<file path="src/rtl/me_pkg.sv">
// Shared constants and types for the motion-estimator sequencer.
// Build option: ME_TIMEOUT_EN enables the RUN-state watchdog.
package me_pkg;

  localparam int RMEM_MAX = 256;
  localparam int SMEM_MAX = 961;
  localparam int RADDR_W  = 8;
  localparam int SADDR_W  = 10;
  localparam int CNT_W    = 10;
  localparam int WDOG_W   = 13;

  typedef enum logic [2:0] {
    IDLE   = 3'd0,
    LOAD_R = 3'd1,
    LOAD_S = 3'd2,
    RUN    = 3'd3,
    RESULT = 3'd4
  } me_seq_state_t;

  typedef struct packed {
    logic [3:0] motion_x;
    logic [3:0] motion_y;
    logic [7:0] distance;
    logic       error;
  } me_result_t;

endpackage

</file>
<file path="src/rtl/me_watchdog.sv">
// RUN-state cycle counter with an expire flag on the last allowed cycle.
// Only instantiated when ME_TIMEOUT_EN is defined.
module me_watchdog
  import me_pkg::*;
#(
  parameter int LIMIT = 4096
) (
  input  logic clk,
  input  logic reset,
  input  logic run_i,
  output logic expire_o
);

  logic [WDOG_W-1:0] cnt_q;
  logic [WDOG_W-1:0] cnt_d;
  logic              last;

  assign last     = (cnt_q == WDOG_W'(LIMIT - 1));
  assign expire_o = run_i && last;

  // Count RUN cycles; clear whenever RUN is left, hold at the limit.
  always_comb begin
    cnt_d = cnt_q;
    if (!run_i)
      cnt_d = '0;
    else if (!last)
      cnt_d = cnt_q + 1'b1;
  end

  // Counter register.
  always_ff @(posedge clk or posedge reset) begin
    if (reset)
      cnt_q <= '0;
    else
      cnt_q <= cnt_d;
  end

endmodule

</file>
<file path="src/rtl/me_sequencer.sv">
// Loads reference/search memories from a pixel stream, runs the ME core
// and holds its result on a valid/ready port. Option: ME_TIMEOUT_EN.
module me_sequencer
  import me_pkg::*;
#(
  parameter int TIMEOUT_CYCLES = 4096
) (
  input  logic               clk,
  input  logic               reset,
  input  logic               in_valid,
  output logic               in_ready,
  input  logic [7:0]         in_data,
  output logic               ref_we,
  output logic [RADDR_W-1:0] ref_waddr,
  output logic               search_we,
  output logic [SADDR_W-1:0] search_waddr,
  output logic [7:0]         mem_wdata,
  output logic               me_start,
  input  logic               me_completed,
  input  logic [3:0]         me_motion_x,
  input  logic [3:0]         me_motion_y,
  input  logic [7:0]         me_best_distance,
  output logic               res_valid,
  input  logic               res_ready,
  output logic [3:0]         res_motion_x,
  output logic [3:0]         res_motion_y,
  output logic [7:0]         res_distance,
  output logic               res_error,
  output logic               busy
);

  me_seq_state_t state_q, state_d;
  logic [CNT_W-1:0] cnt_q, cnt_d;
  logic             first_q, first_d;
  logic             start_q, start_d;
  logic             valid_q, valid_d;
  me_result_t       res_q, res_d;
  logic             accept;
  logic             wd_expire;

`ifdef ME_TIMEOUT_EN
  me_watchdog #(
    .LIMIT (TIMEOUT_CYCLES)
  ) u_wdog (
    .clk      (clk),
    .reset    (reset),
    .run_i    (state_q == RUN),
    .expire_o (wd_expire)
  );
`else
  logic unused_tmo;
  assign unused_tmo = ^TIMEOUT_CYCLES;
  assign wd_expire  = 1'b0;
`endif

  assign in_ready     = (state_q == LOAD_R) || (state_q == LOAD_S);
  assign accept       = in_valid && in_ready;
  assign ref_we       = accept && (state_q == LOAD_R);
  assign search_we    = accept && (state_q == LOAD_S);
  assign ref_waddr    = ref_we ? cnt_q[RADDR_W-1:0] : '0;
  assign search_waddr = search_we ? cnt_q : '0;
  assign mem_wdata    = accept ? in_data : 8'd0;

  assign me_start     = start_q;
  assign res_valid    = valid_q;
  assign res_motion_x = res_q.motion_x;
  assign res_motion_y = res_q.motion_y;
  assign res_distance = res_q.distance;
  assign res_error    = res_q.error;
  assign busy         = (state_q != IDLE);

  // Next-state logic: load counters, ME handshake and result capture.
  always_comb begin
    state_d = state_q;
    cnt_d   = cnt_q;
    first_d = first_q;
    start_d = start_q;
    valid_d = valid_q;
    res_d   = res_q;
    unique case (state_q)
      IDLE: begin
        cnt_d = '0;
        if (in_valid)
          state_d = LOAD_R;
      end
      LOAD_R: begin
        if (accept) begin
          if (cnt_q == CNT_W'(RMEM_MAX - 1)) begin
            cnt_d   = '0;
            state_d = LOAD_S;
          end else begin
            cnt_d = cnt_q + 1'b1;
          end
        end
      end
      LOAD_S: begin
        if (accept) begin
          if (cnt_q == CNT_W'(SMEM_MAX - 1)) begin
            cnt_d   = '0;
            state_d = RUN;
            start_d = 1'b1;
            first_d = 1'b1;
          end else begin
            cnt_d = cnt_q + 1'b1;
          end
        end
      end
      RUN: begin
        first_d = 1'b0;
        // Done level left over from a previous run is ignored for one cycle.
        if (!first_q && me_completed) begin
          res_d.motion_x = me_motion_x;
          res_d.motion_y = me_motion_y;
          res_d.distance = me_best_distance;
          res_d.error    = 1'b0;
          start_d        = 1'b0;
          valid_d        = 1'b1;
          state_d        = RESULT;
        end else if (wd_expire) begin
          res_d.motion_x = 4'd0;
          res_d.motion_y = 4'd0;
          res_d.distance = 8'hFF;
          res_d.error    = 1'b1;
          start_d        = 1'b0;
          valid_d        = 1'b1;
          state_d        = RESULT;
        end
      end
      RESULT: begin
        if (res_ready) begin
          valid_d = 1'b0;
          state_d = IDLE;
        end
      end
      default: begin
        state_d = IDLE;
        cnt_d   = '0;
        start_d = 1'b0;
        valid_d = 1'b0;
      end
    endcase
  end

  // State registers; reset abandons any load or run in progress.
  always_ff @(posedge clk or posedge reset) begin
    if (reset) begin
      state_q <= IDLE;
      cnt_q   <= '0;
      first_q <= 1'b0;
      start_q <= 1'b0;
      valid_q <= 1'b0;
      res_q   <= '0;
    end else begin
      state_q <= state_d;
      cnt_q   <= cnt_d;
      first_q <= first_d;
      start_q <= start_d;
      valid_q <= valid_d;
      res_q   <= res_d;
    end
  end

endmodule

</file>
<file path="config.mk">
export PLATFORM = sky130hd
export DESIGN_NAME = me_sequencer
export DESIGN_NICKNAME = d
export VERILOG_FILES = /design/src/rtl/me_pkg.sv /design/src/rtl/me_watchdog.sv /design/src/rtl/me_sequencer.sv
export SDC_FILE = /design/constraint.sdc
export NUM_CORES = 1
export LEC_CHECK = 0
export BUFFER_PORTS_ARGS = -buffer_cell sky130_fd_sc_hd__buf_2
export CAP_MARGIN = 20
export CORE_AREA = 2 2 64 66
export DETAILED_ROUTE_END_ITERATION = 8
export DIE_AREA = 0 0 66 68
export GPL_TIMING_DRIVEN = 0
export PLACE_DENSITY = 0.87
export SYNTH_ARGS = -nofsm -noshare
export SYNTH_HDL_FRONTEND = slang
export SYNTH_SLANG_ARGS = --single-unit
</file>
<file path="constraint.sdc">
create_clock -name clk -period 2.5 [get_ports clk]
set_clock_uncertainty 0.15 [all_clocks]
set_input_delay 0.125 -clock clk [delete_from_list [all_inputs] [get_ports clk]]
set_output_delay 0.125 -clock clk [all_outputs]
set_load 0.005 [all_outputs]
</file>
==> results of run 1 <==
[worst min path at each step]
stage / slack, ns / from / depth (start not counted) / end
global placement: 0.21 / me_best_distance[3] / 2 / res_distance[3]
CTS: 0.03 / res_ready / 3 / state_q[2]
detailed placement: 0.09 / reset / 2 / res_distance[1]
finish: 0.03 / res_ready / 3 / state_q[2]
global route: 0.02 / res_ready / 3 / state_q[2]
floorplan: 0.09 / reset / 1 / cnt_q[0]
[synth_stat cells, drive strengths merged, types with 2 or more instances]
cell type	instances
nor4	2
nor3	10
nand2	3
a21oi	4
dfrtp	32
and2	14
nor2	13
nand2b	3
o21ai	12
xor2	7
buf	4
clkbuf	2
o2111ai	2
a31oi	2
and3	13
ha	2
mux2	16
inv	4
a21o	3
nor2b	4
[sequential cells by signal, indices dropped and copies added (netlist names)]
register      cells
cnt_q            10
first_q           1
state_q           3
res_motion_y      4
res_motion_x      4
res_valid         1
res_distance      8
me_start          1
[stage by stage]
stage | setup WS (ns) | hold WS [ns] | area, um^2 | cells | utilization [%]
finish | 0.366 | 0.0255 | 2560 | 321 | 66.3
global route | 0.257 | 0.0224 | 2560 | 321 | 66.3
CTS | 0.350 | 0.0250 | 2560 | 321 | 66.3
detailed placement | 0.637 | 0.0909 | 2290 | 296 | 59.5
global placement | 0.674 | 0.206 | 2270 | 295 | 58.8
floorplan | 0.788 | 0.0912 | 1820 | 169 | -
[report_power, final]
group | total [mW] | internal, mW | switching, mW
registers | 0.808 | 0.686 | 0.122
logic | 1.03 | 0.502 | 0.525
clock network | 0.411 | 0.219 | 0.192
total | 2.25 | 1.41 | 0.839
[critical path, cell delays in order, from the launching register on]
cell,delay [ns]
dfrtp_1,0.48
or3b_4,0.46
nor2_1,0.33
and2_2,0.20
buf_2,0.10
[cell type report]
class | instances | share of cell area, %
Buffer | 6 | 1.66
Clock buffer | 6 | 3.23
Clock inverter | 2 | 0.392
Inverter | 4 | 0.587
Multi-Input combinational cell | 127 | 37.7
Sequential cell | 32 | 31.3
Tap cell | 50 | 2.45
Timing Repair Buffer | 94 | 22.6
[layout by cell type, fill, tap and decap left out, types with 2 or more instances in the layout]
| cell type | n |
|---|---|
| buf_4 | 2 |
| nor2_1 | 11 |
| nand2b_1 | 3 |
| o2111ai_1 | 2 |
| inv_1 | 4 |
| ha_1 | 2 |
| a21oi_1 | 4 |
| clkbuf_8 | 7 |
| mux2_2 | 16 |
| xor2_1 | 7 |
| nand2_1 | 3 |
| dfrtp_1 | 32 |
| buf_2 | 78 |
| nor2b_1 | 4 |
| and3_2 | 2 |
| nor3_4 | 2 |
| clkinv_2 | 2 |
| o21ai_0 | 10 |
| a21o_1 | 3 |
| dlygate4sd3_1 | 17 |
| and2_1 | 12 |
| and2_2 | 2 |
| and3_1 | 11 |
| nor3_1 | 8 |
[cell families after synthesis]
| logic type | synth area share [%] |
|---|---|
| XOR/XNOR | 3.84 |
| AND/OR/NAND/NOR | 25.6 |
| buffers and inverters | 3.16 |
| other | 0.206 |
| AO/OA/AOI/OAI | 11.5 |
| multiplexers | 10.4 |
| adder cells (fa/ha/maj) | 1.37 |
| flip-flops | 43.9 |
[routing by layer]
metal	wire length, um	vias to the layer above	share of wire (%)
li1	-	796	-
met1	1880	799	41
met2	2240	71	49
met3	370	5	8.1
met4	62	0	1.4
met5	0	-	0
==> out/results.ini, run 1 <==
[floorplan]
coreArea_um2=3860
fp.dieH_um=68
num_rows=23
die-area_um2=4490
dieWidth_um=66
ios=78
start_util_pct=47.3

[detailed_routing]
first_iter_violations=48
routed_wl_mm=4.56
wire_per_inst_um=14.2
ant_nets=0
remaining_drc_errors=0
dr_total_vias=1671
first_pass_iters=4
via_per_inst=5.21

[power_and_ir_drop]
p_leak_nw=1.34
finalPower_mw=2.25
ir_drop_uv=748
powerDensity_nw_per_um2=879

[worst_setup_path]
start_kind=flop
startpoint=state_q[2]
critPathArrivalTime_ns=1.86
path_class=flop to output port
r2r_end=res_distance[7]
reg2reg_slack_ns=0.62
critPathCaptureType=output port
reg2reg_from=state_q[2]
critPathCapture=ref_waddr[3]
crit_required_ns=2.23
crit_fanout=7
reg2reg_depth=4

[cells_and_area]
fillerInstances=301
drive_gt1_share_pct=45.4
ff_latch_area_um2=801
insertedDiodeCount=0
multi_input_area_um2=965
final_nets=301
syn2layout_area_growth_pct=40.2

[synth]
synthArstFlopShare_pct=100
synth_area_leaders=dfrtp_1 (44%), mux2_2 (9.9%), and2_1 (4.1%), and3_1 (3.8%), xor2_1 (3.4%)
synth-edff-count=0
ys_seq_area_share_pct=43.9
yosysTopAreaCell=dfrtp_1
synth_top_area_share_pct=43.9
ys_warn_count=0
yosysUniqueCellTypes=48
syn_avg_cell_area_um2=10.8
ys.flop_type=dfrtp_1
syn_nets=200
synth-seq-cells=32
postSynthCellCount=169
netlist_area_um2=1820

[sta]
slew_headroom_pct=56.8
worstMarginPinSlew_ns=0.647
rsz0062_at_grt=no
finalSetupTns_ns=0
hold_viol_final=0
fmax_ghz=0.469
fin_crit_sh_pct=85.3
slew_viol_final=0
layout_min_cycle_time_ns=2.13
setup_viol=0

[grt]
grt.overflow.total=0
grt_pass1_wl_mm=7.30
grt.total_usage_pct=22.1
grt_pass1_vias=1541
gr-usage-met1_pct=27.2
met2_usage_pct=36.6
antenna_found_initial=0
grt_max_degree=19
grt-busiest-layer=met2
met3_usage_pct=6.58

[clock_tree]
cts-htree-levels=2
postCtsSetupRepairBufs=0
root_buffer=clkbuf_8
cts_made_buffers=5
clk_latency_ns=0.28
clkTransAtPathRegs_ns=0.07
ctsResizeCount=0
postCtsHoldBufs=17
cts_tree=built
cts.sinks=32
cts_buffer_depth=2

[placed_design]
hpwl_mm=3.08
routabilityCongestion=0.859
port-buffer-count=76

[min_path]
hold_class=input port to flop

[run_status]
status=completed

[flow_run]
cap_violations=0

Power figures use the tool's default switching activity.
==> run 2: changes to the inputs <==
BUFFER_PORTS_ARGS = unset   (was -buffer_cell sky130_fd_sc_hd__buf_2)
DONT_BUFFER_PORTS = 1   (was unset)
PLACE_DENSITY = 0.69   (was 0.87)
==> run 2 against run 1 <==
  * Core utilization fell by 9.6 points
  * Worst setup slack improved by 0.091 ns
  * Hold slack better by 0.12 ns
  * Sequential cell count unchanged
  * Power shrank 11%
  * Critical path depth is the same
  * Count of clock-buffer cells in the layout fell by 1
  * Highest routed layer unchanged
  * Sequential share of layout area up 5.3 points
  * Non-clock buffer count fell by 74
==> out/results.ini, run 2 (synthesized netlist as in run 1, its figures left out) <==
[worst_setup_path]
critPathCapture=mem_wdata[5]
critPathArrivalTime_ns=1.77  ; -0.09 ns
reg2reg_slack_ns=0.58  ; -0.04 ns
r2r_end=cnt_q[8]
startpoint=state_q[0]
reg2reg_from=cnt_q[2]
start_kind=flop
reg2reg_depth=5  ; +1
crit_fanout=10  ; +3
critPathCaptureType=output port
path_class=flop to output port
crit_required_ns=2.23  ; about the same

[cells_and_area]
syn2layout_area_growth_pct=19.8
fillerInstances=341  ; +13%
final_core_util_pct=56.7  ; -9.6 points
final_nets=227  ; -25%
drive_gt1_share_pct=23.5  ; -22 points
insertedDiodeCount=0  ; unchanged
final_cell_area_um2=2180  ; -15%
regMostFlops=cnt_q
largest_reg_flops=10  ; unchanged
final_common_cell=dfrtp_1
final_cell_mix=dfrtp_1 (32), dlygate4sd3_1 (19), mux2_2 (16), and2_1 (12)

[floorplan]
fp.dieH_um=68  ; unchanged
num_rows=23  ; unchanged
die-area_um2=4490  ; unchanged
dieWidth_um=66  ; unchanged
coreArea_um2=3860  ; unchanged
ios=78  ; unchanged
start_util_pct=47.3  ; unchanged

[clock_tree]
root_buffer=clkbuf_8
clkTransAtPathRegs_ns=0.07  ; about the same
postCtsSetupRepairBufs=0  ; unchanged
cts.sinks=32  ; unchanged
cts_tree=built
cts_made_buffers=5  ; unchanged
cts-htree-levels=2  ; unchanged
clk_latency_ns=0.28  ; about the same
cts_buffer_depth=2  ; unchanged

[grt]
grt_pass1_wl_mm=6.44  ; -12%
antenna_found_initial=0  ; unchanged
grt_max_degree=23  ; +4
grt_pass1_vias=1380  ; -10%
grt.overflow.total=0  ; unchanged
grt.total_usage_pct=19.2  ; -2.9 points

[sta]
slew_viol_final=0  ; unchanged
finalSetupTns_ns=0  ; unchanged
fin_crit_sh_pct=81.7  ; -3.6 points
setup_viol=0  ; unchanged
worst_slack_ns=0.457  ; +0.0908 ns
fmax_ghz=0.489  ; +4.4%
hold_viol_final=0  ; unchanged
slew_headroom_pct=64.4  ; +7.6 points
layout_min_cycle_time_ns=2.04  ; -0.0908 ns
worstMarginPinSlew_ns=0.532  ; -0.116 ns
rsz0062_at_grt=no

[power_and_ir_drop]
swShare_pct=38.5  ; +1.1 points
p_leak_nw=0.986  ; -26%
internal_power_mw=1.23  ; -12%
powerDensity_nw_per_um2=917  ; +4.3%
share_seq_of_total_power_pct=42.1  ; +6.1 points
ir_drop_uv=507  ; -32%
power_frac_clock_pct=18.9  ; +0.6 points
power_frac_comb_pct=39.0  ; -6.7 points
finalPower_mw=2.00  ; -11%
p_switching_mw=0.770  ; -8.1%

[detailed_routing]
ant_nets=0  ; unchanged
first_pass_iters=4  ; unchanged
routed_wl_mm=4.06  ; -11%
dr_total_vias=1407  ; -16%
via_per_inst=5.72  ; +9.9%
first_iter_violations=80  ; +67%
remaining_drc_errors=0  ; unchanged
wire_per_inst_um=16.5  ; +16%

[min_path]
hold_class=input port to flop
whs_path_depth=3  ; unchanged

[placed_design]
post-place-ws_ns=0.589  ; -0.0480 ns
port-buffer-count=0  ; -100%
routabilityCongestion=0.858  ; about the same
hpwl_mm=2.84  ; -7.8%
place_area_um2=1910  ; -17%

[run_status]
status=completed

[flow_run]
cap_violations=0  ; unchanged

==> run 2: changes by cell type in the layout (fill, tap and decap cells not counted) <==
cell	delta
dlygate4sd3_1	+2
clkbuf_8	-1
clkinvlp_4	+1
clkinv_2	-1
buf_2	-76
==> run 2: final cells by class <==
type                    count  area [um^2]  share of cell area, %
well taps                  50         62.6                   2.86
multi-input cells         127          965                   44.2
clock buffers               5         68.8                   3.15
inverters                   4         15.0                  0.687
flip-flops and latches     32          801                   36.7
plain buffers               6         42.5                   1.95
clock inverters             2         12.5                  0.573
repair buffers             20          218                   9.97
==> run 2: power groups by stage <==
| stage | Combinational [mW] | Sequential, mW | Clock [mW] |
|---|---|---|---|
| 2_1_floorplan | 0.628 | 0.804 | 0 |
| 3_5_place_dp | 0.754 | 0.841 | 0 |
| 4_1_cts | 0.776 | 0.840 | 0.386 |
| 3_3_place_gp | 0.722 | 0.840 | 0 |
| 5_1_grt | 0.865 | 0.870 | 0.414 |
| 6_report | 0.781 | 0.843 | 0.379 |
==> run 2: worst min path at each step <==
stage / startpoint / slack (ns) / endpoint
detailed placement: reset / -0.09 / res_distance[6]
CTS: in_valid / 0.12 / first_q
floorplan: reset / 0.09 / cnt_q[0]
global placement: me_motion_y[0] / 0.13 / res_motion_y[0]
global route: me_completed / 0.16 / me_start
finish: in_valid / 0.14 / first_q
==> run 2: layer usage <==
metal | part of all wire (%) | routed length (um) | GRT usage, % | vias to the layer above
met4 | 1.1 | 44 | 6.12 | 0
met3 | 9.4 | 382 | 6.58 | 5
li1 | - | - | - | 646
met5 | 0 | 0 | 0 | -
met1 | 38 | 1530 | 20.6 | 668
met2 | 52 | 2100 | 35.5 | 88
==> run 2: per-stage QoR <==
| stage | cells | hold WS [ns] |
|---|---|---|
| after floorplan | 169 | 0.0912 |
| after global placement | 219 | 0.127 |
| after detailed placement | 220 | -0.0884 |
| after CTS | 246 | 0.125 |
| after global routing | 246 | 0.159 |
| final | 246 | 0.142 |
==> run 2: critical path, stage by stage, from the launching register on <==
cell and delay (ns):
dfrtp_1 0.46, clkbuf_8 0.20, xnor2_1 0.14, nor2_1 0.42
and3_1 0.26
==> run 2: repair_timing <==
item	in CTS	in global routing
endpoints found under the hold margin	50	0
gates resized for setup	0	0
hold buffers	19	0
==> run 3: changes to the inputs <==
ABC_AREA = 1   (was unset)
PLACE_DENSITY = 0.72   (was 0.69)
clock period = 1.6 ns   (was 2.5 ns; I/O delays follow)
==> run 3 against run 2 <==
  * The flow now finishes with violations (negative setup slack)
  * Largest cell class unchanged
  * Critical path depth grew 1
  * Critical path type unchanged
  * Combinational power is 110% higher
  * Worst setup slack worse by 0.48 ns
  * Area after synthesis increased by 0.27%
  * Non-clock buffer count up 11
  * Global-route usage is 2.5 points higher
  * Design area rose by 15%
  * Die area stayed put
  * Sequential cell count stayed put
==> out/results.ini, run 3 <==
[cells_and_area]
drive_gt1_share_pct=35.0  ; +12 points
final_cells=330  ; +34%
syn2layout_area_growth_pct=36.9
final_common_cell=nand2_1
final_nets=310  ; +37%
insertedDiodeCount=0  ; unchanged
final_core_util_pct=64.9  ; +8.2 points
final_cell_mix=nand2_1 (48), inv_1 (30), dfrtp_1 (29), nor2_2 (23), nor2_1 (22)
regMostFlops=cnt_q
largest_reg_flops=10  ; unchanged
fillerInstances=347  ; +1.8%

[run_status]
status=finished with violations
violations=negative setup slack

[power_and_ir_drop]
powerDensity_nw_per_um2=1490  ; +62%
p_leak_nw=1.20  ; +22%
ir_drop_uv=925  ; +82%
finalPower_mw=3.72  ; +86%

[worst_setup_path]
crit_fanout=10  ; unchanged
path_class=flop to output port
crit_required_ns=1.37  ; -0.86 ns
critPathArrivalTime_ns=1.39  ; -0.38 ns
critPathCaptureType=output port
start_kind=flop

[placed_design]
hpwl_mm=3.02  ; +6.1%
placed_cells=289  ; +31%
routabilityCongestion=0.924  ; +7.7%
port-buffer-count=0  ; unchanged

[synth]
ys.flop_type=dfrtp_1
yosysTopAreaCell=dfrtp_1
ys_warn_count=0  ; unchanged
netlist_area_um2=1830  ; +0.27%
synth_top_area_share_pct=43.8  ; -0.12 points
synthArstFlopShare_pct=100  ; unchanged
synth_commonest_cells=nand2_1 (59), nor2_1 (50), inv_1 (34)
yosysMostFrequentCell=nand2_1
postSynthCellCount=238  ; +41%
synth_area_leaders=dfrtp_1 (44%), nand2_1 (12%), nor2_1 (10%), mux2_2 (9.9%), inv_1 (7.0%)
ys_seq_area_share_pct=43.8  ; -0.12 points
synth-edff-count=0  ; unchanged
synth-seq-cells=32  ; unchanged
yosysUniqueCellTypes=24  ; -50%
syn_avg_cell_area_um2=7.68  ; -29%
syn_nets=269  ; +35%

[min_path]
hold_class=input port to output port

[clock_tree]
cts_buffer_depth=2  ; unchanged
cts_tree=built
cts_made_buffers=5  ; unchanged
clkTransAtPathRegs_ns=0.07  ; about the same
cts.sinks=32  ; unchanged
root_buffer=clkbuf_8
clk_latency_ns=0.28  ; about the same
cts-htree-levels=2  ; unchanged

[detailed_routing]
wire_per_inst_um=14.0  ; -15%
wl_met1_mm=1.93  ; +26%
routed_wl_mm=4.62  ; +14%
top_layer=met4
via_per_inst=5.07  ; -11%
first_iter_violations=135  ; +69%
first_pass_iters=4  ; unchanged
wl_met2_mm=2.25  ; +7.1%
dr_total_vias=1674  ; +19%
ant_nets=0  ; unchanged
remaining_drc_errors=0  ; unchanged
met3_length_um=377  ; -1.3%

[sta]
rsz0062_at_grt=yes
fmax_ghz=0.617
finalSetupTns_ns=-0.209  ; -0.209 ns
worstMarginPinSlew_ns=0.722  ; +0.191 ns
fin_crit_sh_pct=101
setup_viol=15  ; +15
layout_min_cycle_time_ns=1.62
worst_slack_ns=-0.0218  ; -0.479 ns
slew_headroom_pct=51.8  ; -13 points
hold_viol_final=0  ; unchanged
slew_viol_final=0  ; unchanged

[floorplan]
num_rows=23  ; unchanged
coreArea_um2=3860  ; unchanged
start_util_pct=47.4  ; +0.13 points
ios=78  ; unchanged
die-area_um2=4490  ; unchanged
dieWidth_um=66  ; unchanged
fp.dieH_um=68  ; unchanged

[grt]
grt.total_usage_pct=21.7  ; +2.5 points
grt_pass1_vias=1621  ; +17%
antenna_found_initial=0  ; unchanged
grt_max_degree=18  ; -22%
grt_pass1_wl_mm=7.16  ; +11%
grt.overflow.total=0  ; unchanged

[flow_run]
cap_violations=0  ; unchanged

run 3: changes by cell type in the layout (fill, tap and decap cells not counted), sizes merged, moves of 3 or more:
cell and delta:
o21ai -6, nand4 +5, a21o -3, and3 -13
nand2b -3, buf +13, and2 -14, nor2 +37
nor2b -4, inv +32, xor2 -6, nor3 -8
nand2 +58, nand3 +16
run 3: routing by layer:
metal,vias up,track usage [%]
li1,822,-
met1,781,25.1
met2,63,36.2
met3,8,9.70
met4,0,6.89
met5,-,0
run 3: final timing paths:
check | slack (ns) | start | end | cells after the start
max | -0.02 | state_q[0] | search_waddr[6] | 5
min | 0.09 | in_data[7] | mem_wdata[7] | 2
max reg2reg | -0.02 | state_q[0] | cnt_q[6] | 8
min reg2reg | 0.36 | res_valid | res_valid | 2
max in group asynchronous | 0.55 | reset | state_q[0] | 3
min in group asynchronous | 0.21 | reset | res_distance[3] | 2
run 3: repair_timing:
action | 4_1_cts | 5_1_grt
endpoints found under the hold margin | 35 | 0
setup endpoints to repair | 40 | 39
cloned | 0 | 1
setup buffers | 11 | 2
gates resized for setup | 38 | 29
hold buffers | 19 | 0
pin swaps | 7 | 13
run 3: cell type report:
cell class / count / area, um^2 / share of cell area [%]
inverter: 36 / 143 / 5.70
tap: 50 / 62.6 / 2.50
clock buffer: 6 / 72.6 / 2.90
clock inverter: 2 / 35.0 / 1.40
multi-input combinational: 167 / 1030 / 41.1
timing repair buffer: 34 / 327 / 13.0
sequential: 32 / 805 / 32.2
buffer: 3 / 30.0 / 1.20
run 3: report_power, final:
group | total (mW) | switching [mW] | internal, mW | leakage, nW
Combinational | 1.64 | 0.930 | 0.710 | 0.737
Clock | 0.768 | 0.306 | 0.462 | 0.0552
Sequential | 1.31 | 0.233 | 1.08 | 0.408
run 3: kinds of logic (layout without fill, tap and decap cells):
kind of cell / count (synthesis) / count (layout) / share of synthesized area [%]
other: 1 / 1 / 0.205
adder cells (fa/ha/maj): 2 / 2 / 1.37
AO/OA/AOI/OAI: 11 / 11 / 3.90
flip-flops: 32 / 32 / 43.8
multiplexers: 16 / 16 / 9.86
AND/OR/NAND/NOR: 136 / 136 / 31.3
XOR/XNOR: 1 / 1 / 0.479
buffers and inverters: 39 / 81 / 9.03
run 3: worst max-delay path, stage by stage (launching register included):
cell and delay [ns]:
dfrtp_2 0.46, nor2_4 0.16, nand2_4 0.09, nor2_4 0.19, inv_6 0.09, nor2_2 0.11
run 3: stage by stage:
| step | hold slack, ns | area, um^2 | setup WS, ns |
|---|---|---|---|
| 3_3_place_gp | 0.0808 | 1890 | -0.149 |
| 6_report | 0.0866 | 2500 | -0.0218 |
| 5_1_grt | 0.0883 | 2500 | -0.109 |
| 4_1_cts | 0.0849 | 2390 | -0.0116 |
| 3_5_place_dp | -0.0395 | 1920 | -0.168 |
| 2_1_floorplan | 0.0462 | 1830 | 0.0452 |
